===== config.mk =====
export PLATFORM = sky130hd
export DESIGN_NAME = image_buffer_arbiter
export DESIGN_NICKNAME = d
export VERILOG_FILES = /design/src/rtl/bnn_pkg.sv /design/src/rtl/image_buffer_arbiter.sv
export SDC_FILE = /design/constraint.sdc
export NUM_CORES = 1
export LEC_CHECK = 0
export CELL_PAD_IN_SITES_DETAIL_PLACEMENT = 0
export CELL_PAD_IN_SITES_GLOBAL_PLACEMENT = 1
export CORE_MARGIN = 1.5
export CORE_UTILIZATION = 33
export CTS_CLUSTER_DIAMETER = 150
export DETAILED_ROUTE_END_ITERATION = 10
export PLACE_DENSITY = 0.75
export SYNTH_ARGS = -nofsm -noshare
export SYNTH_HDL_FRONTEND = slang
export SYNTH_SLANG_ARGS = --single-unit
export TNS_END_PERCENT = 50

===== constraint.sdc =====
create_clock -name clk -period 4.7 [get_ports clk]
set_input_delay 1.41 -clock clk [delete_from_list [all_inputs] [get_ports clk]]
set_output_delay 1.41 -clock clk [all_outputs]
set_load 0.1 [all_outputs]

===== src/rtl/bnn_pkg.sv =====
// Shared constants and types for the BNN image path: image size, buffer
// address width and the image buffer arbiter state encoding.
package bnn_pkg;

    localparam int unsigned IMG_BYTES = 98;
    localparam int unsigned ADDR_W    = 7;

    typedef enum logic [2:0] {
        ARB_IDLE,
        ARB_WRITE,
        ARB_READ,
        ARB_READ_WAIT,
        ARB_CLEAR
    } arb_state_e;

    typedef enum logic {
        GRANT_READ  = 1'b0,
        GRANT_WRITE = 1'b1
    } grant_e;

endpackage


===== src/rtl/image_buffer_arbiter.sv =====
// Arbitrates controller writes and BNN reads onto one external single-port RAM,
// tracks the image fill level and sweeps the RAM to zero on a clear request.
module image_buffer_arbiter #(
    parameter int unsigned IMG_BYTES = bnn_pkg::IMG_BYTES,
    parameter int unsigned ADDR_W    = bnn_pkg::ADDR_W
) (
    input  logic              clk,
    input  logic              rst_n,
    input  logic              clear,
    input  logic              wr_req,
    input  logic [ADDR_W-1:0] wr_addr,
    input  logic [7:0]        wr_data,
    output logic              wr_ready,
    output logic              wr_ack,
    input  logic              rd_req,
    input  logic [ADDR_W-1:0] rd_addr,
    output logic              rd_ready,
    output logic [7:0]        rd_data,
    output logic              rd_valid,
    output logic              buffer_full,
    output logic              buffer_empty,
    output logic              mem_en,
    output logic              mem_we,
    output logic [ADDR_W-1:0] mem_addr,
    output logic [7:0]        mem_wdata,
    input  logic [7:0]        mem_rdata
);
    import bnn_pkg::*;

    localparam int unsigned       CNT_W     = $clog2(IMG_BYTES + 1);
    localparam logic [CNT_W-1:0]  FULL_CNT  = CNT_W'(IMG_BYTES);
    localparam logic [ADDR_W-1:0] LAST_ADDR = ADDR_W'(IMG_BYTES - 1);

    arb_state_e        state_q, state_d;
    grant_e            last_grant_q, last_grant_d;
    logic              pend_wr_q, pend_wr_d;
    logic [ADDR_W-1:0] pend_wr_addr_q, pend_wr_addr_d;
    logic [7:0]        pend_wr_data_q, pend_wr_data_d;
    logic              pend_rd_q, pend_rd_d;
    logic [ADDR_W-1:0] pend_rd_addr_q, pend_rd_addr_d;
    logic [CNT_W-1:0]  count_q, count_d;
    logic [ADDR_W-1:0] sweep_q, sweep_d;
    logic              clear_q;
    logic              mem_en_q, mem_en_d;
    logic              mem_we_q, mem_we_d;
    logic [ADDR_W-1:0] mem_addr_q, mem_addr_d;
    logic [7:0]        mem_wdata_q, mem_wdata_d;
    logic              wr_ack_q, wr_ack_d;
    logic              rd_valid_q, rd_valid_d;
    logic [7:0]        rd_data_q, rd_data_d;

    logic clear_rise, abort, clearing;
    logic grant_wr, grant_rd, wr_in_range;

    assign clear_rise = clear && !clear_q;
    // A clear edge during the sweep itself is ignored rather than restarting it.
    assign abort      = clear_rise && (state_q != ARB_CLEAR);
    assign clearing   = (state_q == ARB_CLEAR) || abort;

    assign buffer_full  = (count_q == FULL_CNT);
    assign buffer_empty = (count_q == '0) && (state_q != ARB_CLEAR);
    assign wr_ready     = !pend_wr_q && !buffer_full && !clearing;
    assign rd_ready     = !pend_rd_q && !clearing;

    // Round-robin only matters when both are pending; last grant flips on contention.
    assign grant_wr    = pend_wr_q && (!pend_rd_q || (last_grant_q == GRANT_READ));
    assign grant_rd    = pend_rd_q && !grant_wr;
    assign wr_in_range = 32'(pend_wr_addr_q) < IMG_BYTES;

    always_comb begin
        state_d        = state_q;
        last_grant_d   = last_grant_q;
        pend_wr_d      = pend_wr_q;
        pend_wr_addr_d = pend_wr_addr_q;
        pend_wr_data_d = pend_wr_data_q;
        pend_rd_d      = pend_rd_q;
        pend_rd_addr_d = pend_rd_addr_q;
        count_d        = count_q;
        sweep_d        = sweep_q;
        mem_en_d       = 1'b0;
        mem_we_d       = 1'b0;
        mem_addr_d     = mem_addr_q;
        mem_wdata_d    = mem_wdata_q;
        wr_ack_d       = 1'b0;
        rd_valid_d     = 1'b0;
        rd_data_d      = rd_data_q;

        if (wr_req && wr_ready) begin
            pend_wr_d      = 1'b1;
            pend_wr_addr_d = wr_addr;
            pend_wr_data_d = wr_data;
        end
        if (rd_req && rd_ready) begin
            pend_rd_d      = 1'b1;
            pend_rd_addr_d = rd_addr;
        end

        if (abort) begin
            state_d     = ARB_CLEAR;
            pend_wr_d   = 1'b0;
            pend_rd_d   = 1'b0;
            sweep_d     = '0;
            mem_en_d    = 1'b1;
            mem_we_d    = 1'b1;
            mem_addr_d  = '0;
            mem_wdata_d = 8'h00;
        end else begin
            unique case (state_q)
                ARB_IDLE: begin
                    if (pend_wr_q && pend_rd_q) begin
                        last_grant_d = grant_wr ? GRANT_WRITE : GRANT_READ;
                    end
                    if (grant_wr) begin
                        state_d     = ARB_WRITE;
                        pend_wr_d   = 1'b0;
                        wr_ack_d    = 1'b1;
                        mem_addr_d  = pend_wr_addr_q;
                        mem_wdata_d = pend_wr_data_q;
                        // Out-of-range writes are acknowledged but never reach the RAM.
                        if (wr_in_range) begin
                            mem_en_d = 1'b1;
                            mem_we_d = 1'b1;
                            if (count_q != FULL_CNT) begin
                                count_d = count_q + 1'b1;
                            end
                        end
                    end else if (grant_rd) begin
                        state_d    = ARB_READ;
                        mem_en_d   = 1'b1;
                        mem_addr_d = pend_rd_addr_q;
                    end
                end
                ARB_WRITE: state_d = ARB_IDLE;
                ARB_READ:  state_d = ARB_READ_WAIT;
                ARB_READ_WAIT: begin
                    rd_data_d  = mem_rdata;
                    rd_valid_d = 1'b1;
                    pend_rd_d  = 1'b0;
                    state_d    = ARB_IDLE;
                end
                ARB_CLEAR: begin
                    if (sweep_q == LAST_ADDR) begin
                        state_d = ARB_IDLE;
                        count_d = '0;
                    end else begin
                        sweep_d     = sweep_q + 1'b1;
                        mem_en_d    = 1'b1;
                        mem_we_d    = 1'b1;
                        mem_addr_d  = sweep_q + 1'b1;
                        mem_wdata_d = 8'h00;
                    end
                end
                default: state_d = ARB_IDLE;
            endcase
        end
    end

    always_ff @(posedge clk or negedge rst_n) begin
        if (!rst_n) begin
            state_q        <= ARB_IDLE;
            last_grant_q   <= GRANT_READ;
            pend_wr_q      <= 1'b0;
            pend_wr_addr_q <= '0;
            pend_wr_data_q <= 8'h00;
            pend_rd_q      <= 1'b0;
            pend_rd_addr_q <= '0;
            count_q        <= '0;
            sweep_q        <= '0;
            clear_q        <= 1'b0;
            mem_en_q       <= 1'b0;
            mem_we_q       <= 1'b0;
            mem_addr_q     <= '0;
            mem_wdata_q    <= 8'h00;
            wr_ack_q       <= 1'b0;
            rd_valid_q     <= 1'b0;
            rd_data_q      <= 8'h00;
        end else begin
            state_q        <= state_d;
            last_grant_q   <= last_grant_d;
            pend_wr_q      <= pend_wr_d;
            pend_wr_addr_q <= pend_wr_addr_d;
            pend_wr_data_q <= pend_wr_data_d;
            pend_rd_q      <= pend_rd_d;
            pend_rd_addr_q <= pend_rd_addr_d;
            count_q        <= count_d;
            sweep_q        <= sweep_d;
            clear_q        <= clear;
            mem_en_q       <= mem_en_d;
            mem_we_q       <= mem_we_d;
            mem_addr_q     <= mem_addr_d;
            mem_wdata_q    <= mem_wdata_d;
            wr_ack_q       <= wr_ack_d;
            rd_valid_q     <= rd_valid_d;
            rd_data_q      <= rd_data_d;
        end
    end

    assign mem_en    = mem_en_q;
    assign mem_we    = mem_we_q;
    assign mem_addr  = mem_addr_q;
    assign mem_wdata = mem_wdata_q;
    assign wr_ack    = wr_ack_q;
    assign rd_valid  = rd_valid_q;
    assign rd_data   = rd_data_q;

endmodule


After elaboration in Yosys (flattened, before gate mapping)
Index checks and enable logic that the tools add are counted.

storage, ports and cells
  bits in registers = 70
  output and inout port bits = 31
  input port bits = 35

cells by class
  eq/ne operators = 16
  reductions and logical operators = 32
  bitwise logic cells = 2
  order comparisons = 1
  mux-type cells = 42
  add/subtract/negate cells = 2

operators by type and width
  operator             count
  $mux 7               10
  $pmux 7 s2           2
  $mux 8               3
  $mux 1               19
  $pmux 8 s2           1
  $add 7x1->7 const B  2
  $eq 7x7->1 const B   2
  $mux 3               4
  $logic_and 1x1->1    11
  $ne 3x3->1 const B   3
  $pmux 3 s3           1
  $reduce_and 3->1     3
  $ne 2x2->1 const B   4
  $logic_not 7->1      1
  $lt 7x7->1 const B   1
  $ne 7x7->1 const B   1
  $eq 3x2->1 const B   2
  $logic_not 1->1      6
  $reduce_and 2->1     3
  $reduce_and 6->1     1
  $reduce_bool 3->1    2
  $ne 4x4->1 const B   1
  $pmux 1 s2           2
  $reduce_bool 2->1    2
  other kinds (6)      8

Depth between registers and ports, before layout
  word-level depth = 11
  gate-level depth with buffers = 9
  gate-level depth less buffers = 7

Worst setup path after synthesis
OpenSTA, ideal clock, no wires.

  path type = input to output
  from = input clear
  to = output wr_ready
  data arrival time = 3.842 ns
  buffers on the path = 0
  cell stages on the path = 3
  required time = 3.290 ns
  path slack = -0.552 ns
  cells stage by stage = nand2b_1 -> nand2_2 -> nor3_1

between the ends
  word-level cells in the longest chain between the ends = 5

RTL lines
  what               RTL line                    RTL
  start, declared    image_buffer_arbiter.sv:9   input logic clear,
  $logic_and 1x1->1  image_buffer_arbiter.sv:55  assign clear_rise = clear && !clear_q;
  $logic_and 1x1->1  image_buffer_arbiter.sv:57  assign abort = clear_rise && (state_q != ARB_CLEAR);
  $logic_or 1x1->1   image_buffer_arbiter.sv:58  assign clearing = (state_q == ARB_CLEAR) || abort;
  $logic_not 1->1    image_buffer_arbiter.sv:62  assign wr_ready = !pend_wr_q && !buffer_full && !clearing;
  $logic_and 1x1->1  image_buffer_arbiter.sv:62
  end, declared      image_buffer_arbiter.sv:13  output logic wr_ready,

No other way between the ends.

Worst setup path in the final report
Same ends and word-level chain as after synthesis.

==> impl_metrics.json <==
{
  "status": "finished clean",
  "synthTopCellsByCount": "70 x dfrtp_1, 37 x mux2_2, 33 x nand2_1, 17 x o21ai_0, 11 x nor2_1",
  "slew_viol_final": 0,
  "worst_slack_ps": 532,
  "ff2ff_setup_slack_ps": 1990,
  "async_reset_ff_frac": 1.00,
  "detail-route-antenna-nets": 0,
  "gp_congestion": 0.761,
  "required_ps": 3290,
  "ys_seq_area_frac": 0.535,
  "hpwl_um": 5170,
  "die_h_um": 103,
  "postSynthAreaPerCell_um2": 11.6,
  "stdcell_area_mm2": 0.00421,
  "drc": 0,
  "cp_max_fo": 10,
  "die_width_um": 103,
  "floorplan.die_area_mm2": 0.0105,
  "total_power_mw": 3.26,
  "cts_tree": "done",
  "synth_top_area_share": 0.535,
  "io_buffers": 65,
  "peakVddDrop_mv": 0.416,
  "leakage_nw": 1.76,
  "clkPwrFrac": 0.132,
  "grt_pass1_wl_um": 11800,
  "cts.repair.resized": 0,
  "synth_edf_count": 0,
  "start_util": 0.338,
  "switching_share": 0.503,
  "p_switching_mw": 1.64,
  "cts_sinks": 70,
  "post_cts_buffers": 0,
  "ctsHoldBuffers": 0,
  "finalSetupViolations": 0,
  "clkLatencyLatePin_ps": 340,
  "fin_util": 0.435,
  "combinationalPowerShare": 0.553,
  "grt_max_degree": 49,
  "drive_gt1_frac": 0.198,
  "first_iter_violations": 118,
  "cts-root-buf": "clkbuf_8",
  "synthTopCellsByArea": "dfrtp_1 54%, mux2_2 13%, nand2_1 3.8%, o21ai_0 2.6%, mux2i_1 2.1%",
  "top_usage_layer": "met2",
  "grt_use_total": 0.147,
  "synth_most_common_cell": "dfrtp_1",
  "use_met3": 0.0461,
  "grt-ovfl-total": 0,
  "hold_class": "register to register",
  "crit_arrival_ps": 2760,
  "yosysUniqueCellTypes": 49,
  "grtUsageMet2": 0.224,
  "rsz0062_at_grt": "no",
  "final.min_clock_period_ps": 4170,
  "rows": 36,
  "hold_viol": 0,
  "slew_headroom": 0.343,
  "syn_area_mm2": 0.00327,
  "instances_no_fill": 487,
  "pin_count": 66,
  "pre_cts_ws_ps": 535,
  "synth_seq_cells": 70,
  "yosysTopAreaCell": "dfrtp_1",
  "cts_buffers": 9,
  "ys_warn_count": 0,
  "n_antenna_cell": 0,
  "synth_ff_type": "dfrtp_1",
  "htree_levels": 3,
  "vias_per_cell": 4.79,
  "via_count": 2332,
  "setup_tns_ps": 0,
  "syn-num-nets": 322,
  "holdWs_ps": 480,
  "start_kind": "primary input",
  "critPathKind": "primary input to output port",
  "wire_per_inst_um": 14.7,
  "clk_pin_slew_ps": 80,
  "min_period_over_period": 0.887,
  "endpoint_kind": "output port",
  "antenna_found_initial": 0,
  "syn_inst": 282,
  "p_int_mw": 1.62,
  "place_area_mm2": 0.00404,
  "grt_pass1_vias": 2381,
  "use_met1": 0.210,
  "max_freq_mhz": 240,
  "cap_violations": 0,
  "placedCellCount": 471,
  "clk_path_buf_depth": 2,
  "syn_to_final_growth_pct": 28.7,
  "fin_worst_skew_ps": 8.61,
  "drt_pass1_iterations": 4,
  "coreArea_mm2": 0.00968,
  "routed_wl_um": 7180,
  "worstMarginPinSlew_ps": 982,
  "seqPwrFrac": 0.315,
  "cellPowerDensity_mw_per_mm2": 775,
  "final_nets": 389
}
cells in the final DEF (no fill, tap or decap), drive strengths merged, types with 2 or more instances in the layout:
master	Yosys	layout
nand3	7	7
mux2	37	37
and3	2	2
a21oi	6	6
clkinvlp	0	3
o21ai	20	20
o21a	3	3
nor4	2	2
o31ai	5	5
nand2	36	36
clkdlybuf4s50	0	60
and2	2	2
or4	3	3
nor2b	2	2
buf	6	7
a21boi	2	2
mux2i	7	7
or2	2	2
nor2	11	11
dfrtp	70	70
nor3	7	7
clkinv	0	3
o22ai	9	9
inv	9	9
and4	3	3
xor2	2	2
xnor2	4	4
ha	5	5
clkbuf	5	10
registers in the layout (all words and copies together) (netlist names), 3 cells and up:
register        flops
state_q             3
pend_wr_addr_q      7
pend_wr_data_q      8
pend_rd_addr_q      7
count_q             7
mem_wdata           8
mem_addr            7
rd_data             8
sweep_q             7
per-layer routing:
layer	share of wire	vias to the layer above
li1	-	1140
met1	0.49	1132
met2	0.47	58
met3	0.041	2
met4	0.0035	0
met5	0	-
layout make-up:
class	count	area (um2)
Fill cell	932	5470
Sequential cell	70	1750
Multi-Input combinational cell	192	1410
Timing Repair Buffer	67	676
Tap cell	133	166
Clock buffer	10	128
Clock inverter	6	48.8
Inverter	9	33.8
critical path: stages:
cell and delay [ps]:
clkdlybuf4s50_1 430, nand2b_1 130, nand2_2 190, nor3_2 380, buf_12 220
cells by family after synthesis:
kind of cell,share of synthesized area
buffers and inverters,0.0359
AOI/OAI and AO/OA,0.104
DFF,0.535
xor gates and xnor gates,0.0161
adders and majority gates,0.0191
and+or+nand+nor,0.141
muxes,0.149
worst paths after layout:
kind,startpoint,end,cells past startpoint
worst max-delay path,clear,wr_ready,5
worst min-delay path,mem_wdata[7],mem_wdata[7],2
worst max register to register,state_q[2],pend_rd_addr_q[4],5
worst min register to register,mem_wdata[7],mem_wdata[7],2
max in group asynchronous,rst_n,count_q[3],2
min in group asynchronous,rst_n,pend_wr_data_q[1],1
power groups by stage:
stage	clock network, mW	logic, mW	registers (mW)
floorplan	0	0.824	1.59
global placement	0	1.79	1.03
detailed placement	0	1.81	1.04
CTS	0.448	1.82	1.03
global route	0.473	1.93	1.06
finish	0.431	1.81	1.03
Power figures use the tool's default switching activity.
